`src/rtl/rv_alu2.sv`:
```
`default_nettype none
// ============================================================================
// Module   : rv_alu2
// Desc     : Execute stage. Integer ALU (barrel or serial 1-bit/cycle
//            shifter), branch/jump resolution against the fetch prediction,
//            registered result and a one-shot PC redirect.
// Revision : 1.0  initial release
// ============================================================================
module rv_alu2 #(
   parameter int IADDR_SPACE_BITS = 32,
   parameter int SHIFT_SERIAL     = 0
) (
   input  logic                        i_clk,
   input  logic                        i_reset,
   input  logic                        i_flush,
   input  logic                        i_stall,
   input  logic                        i_valid,
   output logic                        o_ready,
   input  logic [31:0]                 i_op1,
   input  logic [31:0]                 i_op2,
   input  logic [3:0]                  i_alu_op,
   input  logic [2:0]                  i_funct3,
   input  logic                        i_inst_branch,
   input  logic                        i_inst_jal_jalr,
   input  logic [31:0]                 i_reg_data1,
   input  logic [31:0]                 i_reg_data2,
   input  logic [IADDR_SPACE_BITS-1:0] i_pc,
   input  logic [IADDR_SPACE_BITS-1:0] i_pc_next,
   input  logic [IADDR_SPACE_BITS-1:0] i_pc_target,
   input  logic [4:0]                  i_rd,
   input  logic                        i_reg_write,
   input  logic                        i_store,
   output logic                        o_valid,
   output logic [31:0]                 o_result,
   output logic [4:0]                  o_rd,
   output logic                        o_reg_write,
   output logic                        o_store,
   output logic                        o_pc_change,
   output logic [IADDR_SPACE_BITS-1:0] o_pc_new,
   output logic                        o_busy
);

   localparam logic [3:0] OP_ADD  = 4'd0;
   localparam logic [3:0] OP_SUB  = 4'd1;
   localparam logic [3:0] OP_SLL  = 4'd2;
   localparam logic [3:0] OP_SLT  = 4'd3;
   localparam logic [3:0] OP_SLTU = 4'd4;
   localparam logic [3:0] OP_XOR  = 4'd5;
   localparam logic [3:0] OP_SRL  = 4'd6;
   localparam logic [3:0] OP_SRA  = 4'd7;
   localparam logic [3:0] OP_OR   = 4'd8;
   localparam logic [3:0] OP_AND  = 4'd9;
   localparam logic [3:0] OP_PASS = 4'd10;

   typedef enum logic [0:0] {
      S_IDLE  = 1'b0,
      S_SHIFT = 1'b1
   } state_t;

   state_t                      state_q;
   logic                        valid_q;
   logic [31:0]                 result_q;
   logic [4:0]                  rd_q;
   logic                        reg_write_q;
   logic                        store_q;
   logic                        pc_pend_q;    // this instruction mispredicted
   logic                        reported_q;   // redirect already shown to fetch
   logic [IADDR_SPACE_BITS-1:0] pc_new_q;
   logic [31:0]                 shreg_q;
   logic [4:0]                  cnt_q;
   logic [3:0]                  shop_q;

   logic                        capture_d;
   logic                        go_serial_d;
   logic                        is_shift_d;
   logic [4:0]                  shamt_d;
   logic [31:0]                 alu_d;
   logic [31:0]                 result_d;
   logic                        cond_d;
   logic                        taken_d;
   logic [IADDR_SPACE_BITS-1:0] pc_plus4_d;
   logic [IADDR_SPACE_BITS-1:0] actual_d;
   logic                        mispredict_d;
   logic [31:0]                 link_d;
   logic [31:0]                 step_d;

   assign o_busy      = (state_q == S_SHIFT);
   assign o_ready     = ~o_busy & ~i_stall;
   assign capture_d   = i_valid & o_ready & ~i_flush;
   assign o_valid     = valid_q;
   assign o_result    = result_q;
   assign o_rd        = rd_q;
   assign o_reg_write = reg_write_q;
   assign o_store     = store_q;
   assign o_pc_new    = pc_new_q;
   // The redirect is visible only on the first cycle the instruction is live.
   assign o_pc_change = valid_q & pc_pend_q & ~reported_q;

   assign shamt_d    = i_op2[4:0];
   assign is_shift_d = (i_alu_op == OP_SLL) | (i_alu_op == OP_SRL) | (i_alu_op == OP_SRA);

   // Only a non-zero shift in serial mode takes the multi-cycle path.
   generate
      if (SHIFT_SERIAL != 0) begin : g_serial
         assign go_serial_d = is_shift_d & (shamt_d != 5'd0);
      end else begin : g_barrel
         assign go_serial_d = 1'b0;
      end
   endgenerate

   // Link address pc+4, zero-extended to the 32-bit result width.
   generate
      if (IADDR_SPACE_BITS < 32) begin : g_link_ext
         assign link_d = {{(32-IADDR_SPACE_BITS){1'b0}}, pc_plus4_d};
      end else begin : g_link_full
         assign link_d = pc_plus4_d;
      end
   endgenerate

   // Single-cycle ALU result.
   always_comb begin
      alu_d = 32'd0;
      case (i_alu_op)
         OP_ADD:  alu_d = i_op1 + i_op2;
         OP_SUB:  alu_d = i_op1 - i_op2;
         OP_SLL:  alu_d = i_op1 << shamt_d;
         OP_SLT:  alu_d = {31'd0, ($signed(i_op1) < $signed(i_op2))};
         OP_SLTU: alu_d = {31'd0, (i_op1 < i_op2)};
         OP_XOR:  alu_d = i_op1 ^ i_op2;
         OP_SRL:  alu_d = i_op1 >> shamt_d;
         OP_SRA:  alu_d = $unsigned($signed(i_op1) >>> shamt_d);
         OP_OR:   alu_d = i_op1 | i_op2;
         OP_AND:  alu_d = i_op1 & i_op2;
         OP_PASS: alu_d = i_op2;
         default: alu_d = 32'd0;
      endcase
   end

   assign result_d = i_inst_jal_jalr ? link_d : alu_d;

   // Branch condition on the register compare operands.
   always_comb begin
      cond_d = 1'b0;
      case (i_funct3)
         3'b000:  cond_d = (i_reg_data1 == i_reg_data2);
         3'b001:  cond_d = (i_reg_data1 != i_reg_data2);
         3'b100:  cond_d = ($signed(i_reg_data1) <  $signed(i_reg_data2));
         3'b101:  cond_d = ($signed(i_reg_data1) >= $signed(i_reg_data2));
         3'b110:  cond_d = (i_reg_data1 <  i_reg_data2);
         3'b111:  cond_d = (i_reg_data1 >= i_reg_data2);
         default: cond_d = 1'b0;
      endcase
   end

   assign taken_d      = i_inst_jal_jalr | (i_inst_branch & cond_d);
   assign pc_plus4_d   = i_pc + IADDR_SPACE_BITS'(4);
   assign actual_d     = taken_d ? i_pc_target : pc_plus4_d;
   assign mispredict_d = (actual_d != i_pc_next);

   // One bit of serial shift in the direction of the captured op.
   always_comb begin
      step_d = shreg_q;
      case (shop_q)
         OP_SLL:  step_d = {shreg_q[30:0], 1'b0};
         OP_SRL:  step_d = {1'b0, shreg_q[31:1]};
         OP_SRA:  step_d = {shreg_q[31], shreg_q[31:1]};
         default: step_d = shreg_q;
      endcase
   end

   // Pipeline registers and serial-shift FSM; flush outranks stall.
   always_ff @(posedge i_clk or posedge i_reset) begin
      if (i_reset) begin
         state_q     <= S_IDLE;
         valid_q     <= 1'b0;
         result_q    <= 32'd0;
         rd_q        <= 5'd0;
         reg_write_q <= 1'b0;
         store_q     <= 1'b0;
         pc_pend_q   <= 1'b0;
         reported_q  <= 1'b0;
         pc_new_q    <= '0;
         shreg_q     <= 32'd0;
         cnt_q       <= 5'd0;
         shop_q      <= 4'd0;
      end else if (i_flush) begin
         state_q     <= S_IDLE;
         valid_q     <= 1'b0;
         reg_write_q <= 1'b0;
         store_q     <= 1'b0;
         pc_pend_q   <= 1'b0;
         reported_q  <= 1'b0;
         cnt_q       <= 5'd0;
      end else if (i_stall) begin
         // Everything holds, except that a shown redirect is marked reported.
         if (valid_q) begin
            reported_q <= 1'b1;
         end
      end else begin
         case (state_q)
            S_IDLE: begin
               if (capture_d) begin
                  rd_q        <= i_rd;
                  reg_write_q <= i_reg_write;
                  store_q     <= i_store;
                  pc_pend_q   <= mispredict_d;
                  pc_new_q    <= actual_d;
                  reported_q  <= 1'b0;
                  if (go_serial_d) begin
                     state_q <= S_SHIFT;
                     shreg_q <= i_op1;
                     cnt_q   <= shamt_d;
                     shop_q  <= i_alu_op;
                     valid_q <= 1'b0;
                  end else begin
                     result_q <= result_d;
                     valid_q  <= 1'b1;
                  end
               end else begin
                  valid_q <= 1'b0;
               end
            end
            S_SHIFT: begin
               if (cnt_q == 5'd1) begin
                  result_q <= step_d;
                  cnt_q    <= 5'd0;
                  valid_q  <= 1'b1;
                  state_q  <= S_IDLE;
               end else begin
                  shreg_q <= step_d;
                  cnt_q   <= cnt_q - 5'd1;
               end
            end
            default: begin
               state_q <= S_IDLE;
               valid_q <= 1'b0;
            end
         endcase
      end
   end

endmodule
`default_nettype wire

```
`config.mk`:
```
export PLATFORM = sky130hd
export DESIGN_NAME = rv_alu2
export DESIGN_NICKNAME = d
export VERILOG_FILES = /design/src/rtl/rv_alu2.sv
export SDC_FILE = /design/constraint.sdc
export NUM_CORES = 1
export LEC_CHECK = 0
export ABC_AREA = 0
export BUFFER_PORTS_ARGS = -buffer_cell sky130_fd_sc_hd__buf_2
export CORE_MARGIN = 4
export CORE_UTILIZATION = 25
export CTS_BUF_LIST = sky130_fd_sc_hd__clkbuf_4
export DETAILED_ROUTE_END_ITERATION = 8
export PLACE_DENSITY = 0.52
export RECOVER_POWER = 25
export SYNTH_ARGS = -nofsm -noshare
export SYNTH_HDL_FRONTEND = slang
export SYNTH_SLANG_ARGS = --single-unit
```
`constraint.sdc`:
```
create_clock -name i_clk -period 3.33 [get_ports i_clk]
set_clock_uncertainty 0.15 [all_clocks]
set_input_delay 0.666 -clock i_clk [delete_from_list [all_inputs] [get_ports i_clk]]
set_output_delay 0.666 -clock i_clk [all_outputs]
set_load 0.05 [all_outputs]
```
==> results.cfg, run 1 <==
[outcome]
outcome = finished, violations left
violations = setup timing

[clocking]
ctsLongestPathBuffers = 2
path_clk_slew_ns = 0.14
clk-insertion-delay-late_ns = 0.46
cts_tree = yes
numCtsBuffers = 9
clockRootBuffer = clkbuf_4
clock-sinks = 80
htree_num_levels = 3

[sta]
tns_ns = -1.78
hold_viol = 0
finalWorstSetupSlack_ns = -0.319
final_max_slew_viol_count = 0
setup_violations = 13
finalCritPeriodShare_pct = 110
holdWs_ns = 0.228
fin_crit_ns = 3.65
fmax_mhz = 274
rsz0062_at_grt = yes
maxSlewHeadroom_pct = 7.72
worstMarginPinSlew_ns = 1.38

[floorplan]
fp.dieArea_mm2 = 0.0612
rows = 87
io_pins = 320
die_x_um = 247
die_y_um = 247
start_util_pct = 25.3
core-area_mm2 = 0.0566

[logic_synthesis]
synth_area_per_cell_um2 = 7.38
synth_area_leader_cell = dfrtp_1
syn_nets = 2321
yosys.cell_types.count = 83
synthFlopType = dfrtp_1
yosysWarningCount = 0
synth_area_mm2 = 0.0143
ys_ff_latch = 80
synth_edf_count = 0
synth_top_area_share_pct = 14.0
syn_inst = 1942
synthTopCellsByArea = dfrtp_1 (14%), ha_1 (12%), mux4_2 (6.8%)
ys_seq_area_share_pct = 14.0
async_reset_ff_share_pct = 100

[worst_setup_path]
setup.worst_path.start = i_reg_data2[11]
cp_max_fo = 6
slowest_stage = or3_4
arrival_ns = 3.87
path_class = input pin to flip-flop
cp-end-kind = flip-flop
crit_path_start_kind = input pin
r2r_start = o_busy$_DFFE_PP0N_
cpPeakStageDelay_ns = 0.35
critical_path_required_ns = 3.56
path_cells = buf_6, inv_4, ha_4, and3_4, nand4_1, o21ai_1, o31a_1, or3_4, a211o_1, a31oi_4, buf_12, buf_12, buf_4, buf_6, mux2i_4, nor2_1, nor4_2, a31oi_1

[global_route]
grt_pass1_wl_um = 118000
gr-usage-met1_pct = 34.2
grt_most_used_layer = met2
met2_usage_pct = 41.0
track_usage_pct = 25.4
grt_util_met3_pct = 5.13
grt_max_degree = 88
grt_overflow = 0
grt_pass1_vias = 18310
antenna_found_initial = 4

[route]
drtIter0Drc = 1569
dr_total_vias = 18864
drtAntennaViolNets = 0
wl_um = 82700
drcViolationCount = 0
wl_per_cell_um = 23.8
first_pass_iters = 8
vias_per_cell = 5.44

[place]
place.gp.congestion = 1.02
io_buffers = 319
dpl.hpwl_um = 68700
pre_cts_ws_ns = -0.936
placed_cell_area_mm2 = 0.0206

[flow_run]
cap_viol_max_count = 0

[cells_and_area]
final_nets = 3083
layout-drive-gt1-share_pct = 41.5
area_growth_pct = 54.9
stdcell_area_mm2 = 0.0222

[pwr]
irDropWorstVdd_v = 0.000193
power_density_mw_per_mm2 = 267
total_leakage_power_nw = 10.5

[hold_path]
hp-class = input pin to flip-flop
holdCritStartpoint = i_rd[1]
final timing paths:
path | end | slack, ns | depth (start not counted)
max in group asynchronous | o_result[5]$_DFFE_PP0P_ | 0.79 | 3
max | pc_pend_q$_DFFE_PP0P_ | -0.32 | 18
min in group asynchronous | o_rd[0]$_DFFE_PP0P_ | 0.32 | 2
max reg2reg | pc_pend_q$_DFFE_PP0P_ | 0.05 | 12
min | o_rd[1]$_DFFE_PP0P_ | 0.23 | 3
min reg2reg | o_pc_new[3]$_DFFE_PP0P_ | 0.34 | 2
cell usage after synthesis, types with 39 or more instances:
master and instances:
nor3_1 39, nand2_1 187, a21oi_1 160, ha_1 132
inv_1 156, mux4_2 43, o21ai_0 123, nor2_1 221
nand3_1 40, dfrtp_1 80, clkbuf_1 85, mux2i_1 69
report_power, final:
part | internal [mW] | leakage, nW | switching (mW)
Clock | 0.239 | 0.0757 | 0.361
Combinational | 1.65 | 9.45 | 2.45
Sequential | 1.13 | 1.02 | 0.104
cells by family after synthesis:
group | share of synthesized area [%]
compound gates | 30.2
simple gates | 19.9
buf+inv | 7.70
fa+ha+maj | 11.8
mux | 12.6
flops | 14.0
xor+xnor | 3.77
stage by stage:
| stage | utilization, % | power (mW) | instances |
|---|---|---|---|
| 3_5_place_dp | 36.4 | 4.98 | 3410 |
| 3_3_place_gp | 36.4 | 4.95 | 3410 |
| 2_1_floorplan | - | 3.26 | 1942 |
| 6_report | 39.2 | 5.92 | 3467 |
| 4_1_cts | 37.5 | 5.69 | 3442 |
| 5_1_grt | 39.2 | 6.23 | 3466 |
cells in the final DEF (no fill, tap or decap), drive strengths merged, types with 9 or more instances in the layout:
cell	n
nor3	39
a21oi	160
clkbuf	17
a22o	19
a21o	22
o2111ai	12
and2	18
nor2	221
a211oi	25
o311ai	9
nand3	40
a211o	11
mux4	43
nor4	17
xor2	27
mux2i	69
ha	132
inv	155
nor2b	9
o21ai	124
xnor2	27
a221oi	30
dfrtp	80
a22oi	31
nand2b	16
o221ai	19
or3	11
a31oi	19
o22ai	25
nand2	187
o21bai	20
o31ai	20
o211ai	21
nand4	24
a221o	12
buf	867
mux2	13
cell type report:
cell class,instances,area [um2]
fillers,5926,34400
multi-input cells,1581,12300
repair buffers,873,6150
flip-flops and latches,80,2000
well taps,756,946
inverters,159,649
clock buffers,11,82.6
clock inverters,5,47.5
diodes,2,5.00
critical path, delay by kind of cell:
kind	cells	cell delay, ns
adders and majority gates	1	0.19
muxes	1	0.23
AOI/OAI and AO/OA	5	1.08
buffers and inverters	6	0.62
and+or+nand+nor	5	1.09
flip-flops by register name, summed over array words and instances, names as in the netlist:
name and count:
cnt_q 5, o_busy 1, o_pc_new 32, o_rd 5, o_reg_write 1, o_result 32
o_store 1, o_valid 1, pc_pend_q 1, reported_q 1
metal layers:
| layer | routed length, um | up-vias |
|---|---|---|
| met5 | 23 | - |
| met4 | 2670 | 4 |
| met3 | 7350 | 119 |
| met2 | 37500 | 878 |
| met1 | 35100 | 9130 |
| li1 | - | 8733 |
what timing repair did:
item	4_1_cts	5_1_grt
setup buffers	16	28
hold buffers	0	0
gates resized for setup	85	153
endpoints found under the setup margin	34	45
cloned	0	2
pin swaps	50	84
No activity file was read; power rests on OpenSTA's default activity.
==> run 2, diff against run 1 <==
- REMOVE_ABC_BUFFERS: unset -> 1
==> run 2 against run 1 <==
Compared with the run above: the run ends with DRC, capacitance limit, slew limit, setup timing left; routed wire length is 0.67% lower; maximum frequency is 3.1% higher; setup slack better by 0.11 ns; largest power group unchanged.
==> results.cfg, run 2 (synthesized netlist as in run 1, its figures left out) <==
[flow_run]
cap_viol_max_count = 1

[sta]
maxSlewHeadroom_pct = -47.2
fmax_mhz = 283
finalWorstSetupSlack_ns = -0.208
finalCritPeriodShare_pct = 106
holdWs_ns = 0.173
hold_viol = 0
tns_ns = -0.703
rsz0062_at_grt = yes
setup_violations = 6
fin_crit_ns = 3.54
worstMarginPinSlew_ns = 2.21
final_max_slew_viol_count = 81

[clocking]
clockRootBuffer = clkbuf_4
ctsLongestPathBuffers = 2
cts_tree = yes
clk-insertion-delay-late_ns = 0.52
htree_num_levels = 3
numCtsBuffers = 9
clock-sinks = 80
path_clk_slew_ns = 0.16

[hold_path]
holdCritStartpoint = i_rd[2]
hp-class = input pin to flip-flop
hold_path_depth = 3
hold_end = o_rd[2]$_DFFE_PP0P_

[pwr]
total_leakage_power_nw = 10.4
irDropWorstVdd_v = 0.000225
power_density_mw_per_mm2 = 270
finalPower_mw = 5.85

[route]
dr_total_vias = 19050
drcViolationCount = 2
first_pass_iters = 9
drtIter0Drc = 1574
vias_per_cell = 5.51
wl_um = 82100
wl_per_cell_um = 23.8
drtAntennaViolNets = 0

[global_route]
track_usage_pct = 25.3
grt_overflow = 0
grt_pass1_wl_um = 118000
antenna_found_initial = 11
grt_max_degree = 81
grt_pass1_vias = 18451

[floorplan]
die_x_um = 247
rows = 87
core-area_mm2 = 0.0566
die_y_um = 247
io_pins = 320
start_util_pct = 25.3
fp.dieArea_mm2 = 0.0612

[place]
dpl.hpwl_um = 67400
placed_cell_area_mm2 = 0.0205
numPlacedInstances = 3421
place.gp.congestion = 1.04
io_buffers = 319

[worst_setup_path]
cp_max_fo = 8
critical_path_required_ns = 3.61
cpPeakStageDelay_ns = 0.34
reg2reg_slack_ns = 0.01
rr_endpoint = pc_pend_q$_DFFE_PP0P_
path_class = input pin to flip-flop
arrival_ns = 3.81
slowest_stage = a211o_1
setup.worst_path.start = i_reg_data2[5]
path_cells = buf_2, inv_1, ha_4, a41o_1, a21oi_2, o21ai_1, o31a_1, or3_4, a211o_1, a31oi_4, buf_12, buf_6, mux2_4, a22o_1, nor4_2, a31oi_1
r2r_cells = 12
cp-end-kind = flip-flop
crit_path_start_kind = input pin
r2r_start = o_busy$_DFFE_PP0N_

[cells_and_area]
layout_common_cells = buf_4 (511), buf_2 (313), nor2_1 (218)
finalNonFillerCells = 3456
stdcell_area_mm2 = 0.0217
area_growth_pct = 51.4
layout-drive-gt1-share_pct = 39.5
mostFrequentLayoutCell = buf_4
final_nets = 3069

[outcome]
outcome = finished, violations left
violations = DRC, capacitance limit, slew limit, setup timing
## run 2: cell types whose count changed in the layout (fill, tap and decap cells not counted), moves of 11 or more
cell,before,now
inv_1,134,147
ha_1,102,115
buf_2,302,313
o21ai_1,24,12
o21ai_0,93,110
buf_4,526,511
ha_4,28,17
## run 2: through the flow
step                setup slack, ns  util [%]
floorplan                     -1.71         -
global placement              -1.10      36.2
detailed placement            -1.13      36.2
CTS                          -0.227      37.3
global route                 -0.254      38.3
finish                       -0.208      38.3
## run 2: area by class of cell
cell class / instances / area (um2)
Multi-Input combinational cell: 1581 / 12000
Timing Repair Buffer: 859 / 5970
Fill cell: 6031 / 34900
Inverter: 159 / 606
Sequential cell: 80 / 2000
Tap cell: 756 / 946
Antenna cell: 5 / 12.5
Clock inverter: 6 / 67.6
Clock buffer: 10 / 75.1
## run 2: layer usage
| metal | GRT usage [%] | routed length [um] | up-vias |
|---|---|---|---|
| met3 | 4.65 | 7140 | 167 |
| met5 | 0 | 90 | - |
| met4 | 8.56 | 3130 | 12 |
| li1 | - | - | 8699 |
| met2 | 42.2 | 37700 | 949 |
| met1 | 32.8 | 34000 | 9223 |
## run 2: critical path: cells and delay by family
family | cells | cell delay (ns)
buffers and inverters | 4 | 0.47
AOI/OAI and AO/OA | 8 | 1.57
adders and majority gates | 1 | 0.20
and+or+nand+nor | 2 | 0.60
muxes | 1 | 0.30
## run 2: worst max-delay path by stage
stage	endpoint	slack, ns	cells after the start
3_3_place_gp	o_result[28]$_DFFE_PP0P_	-1.10	16
2_1_floorplan	o_result[28]$_DFFE_PP0P_	-1.71	13
5_1_grt	pc_pend_q$_DFFE_PP0P_	-0.25	16
3_5_place_dp	o_result[28]$_DFFE_PP0P_	-1.13	16
6_report	pc_pend_q$_DFFE_PP0P_	-0.21	16
4_1_cts	o_result[20]$_DFFE_PP0P_	-0.23	16
## run 2: repair_timing
action                     CTS  global route
setup endpoints to repair   29            29
hold buffers                 0             0
resized for setup           87            98
pin swaps                   44            76
setup buffers                8             9
cloned                       1             1
## run 2: where the power goes
part / internal (mW) / switching (mW) / total (mW)
registers: 1.13 / 0.110 / 1.24
clock network: 0.241 / 0.442 / 0.682
logic: 1.56 / 2.37 / 3.93
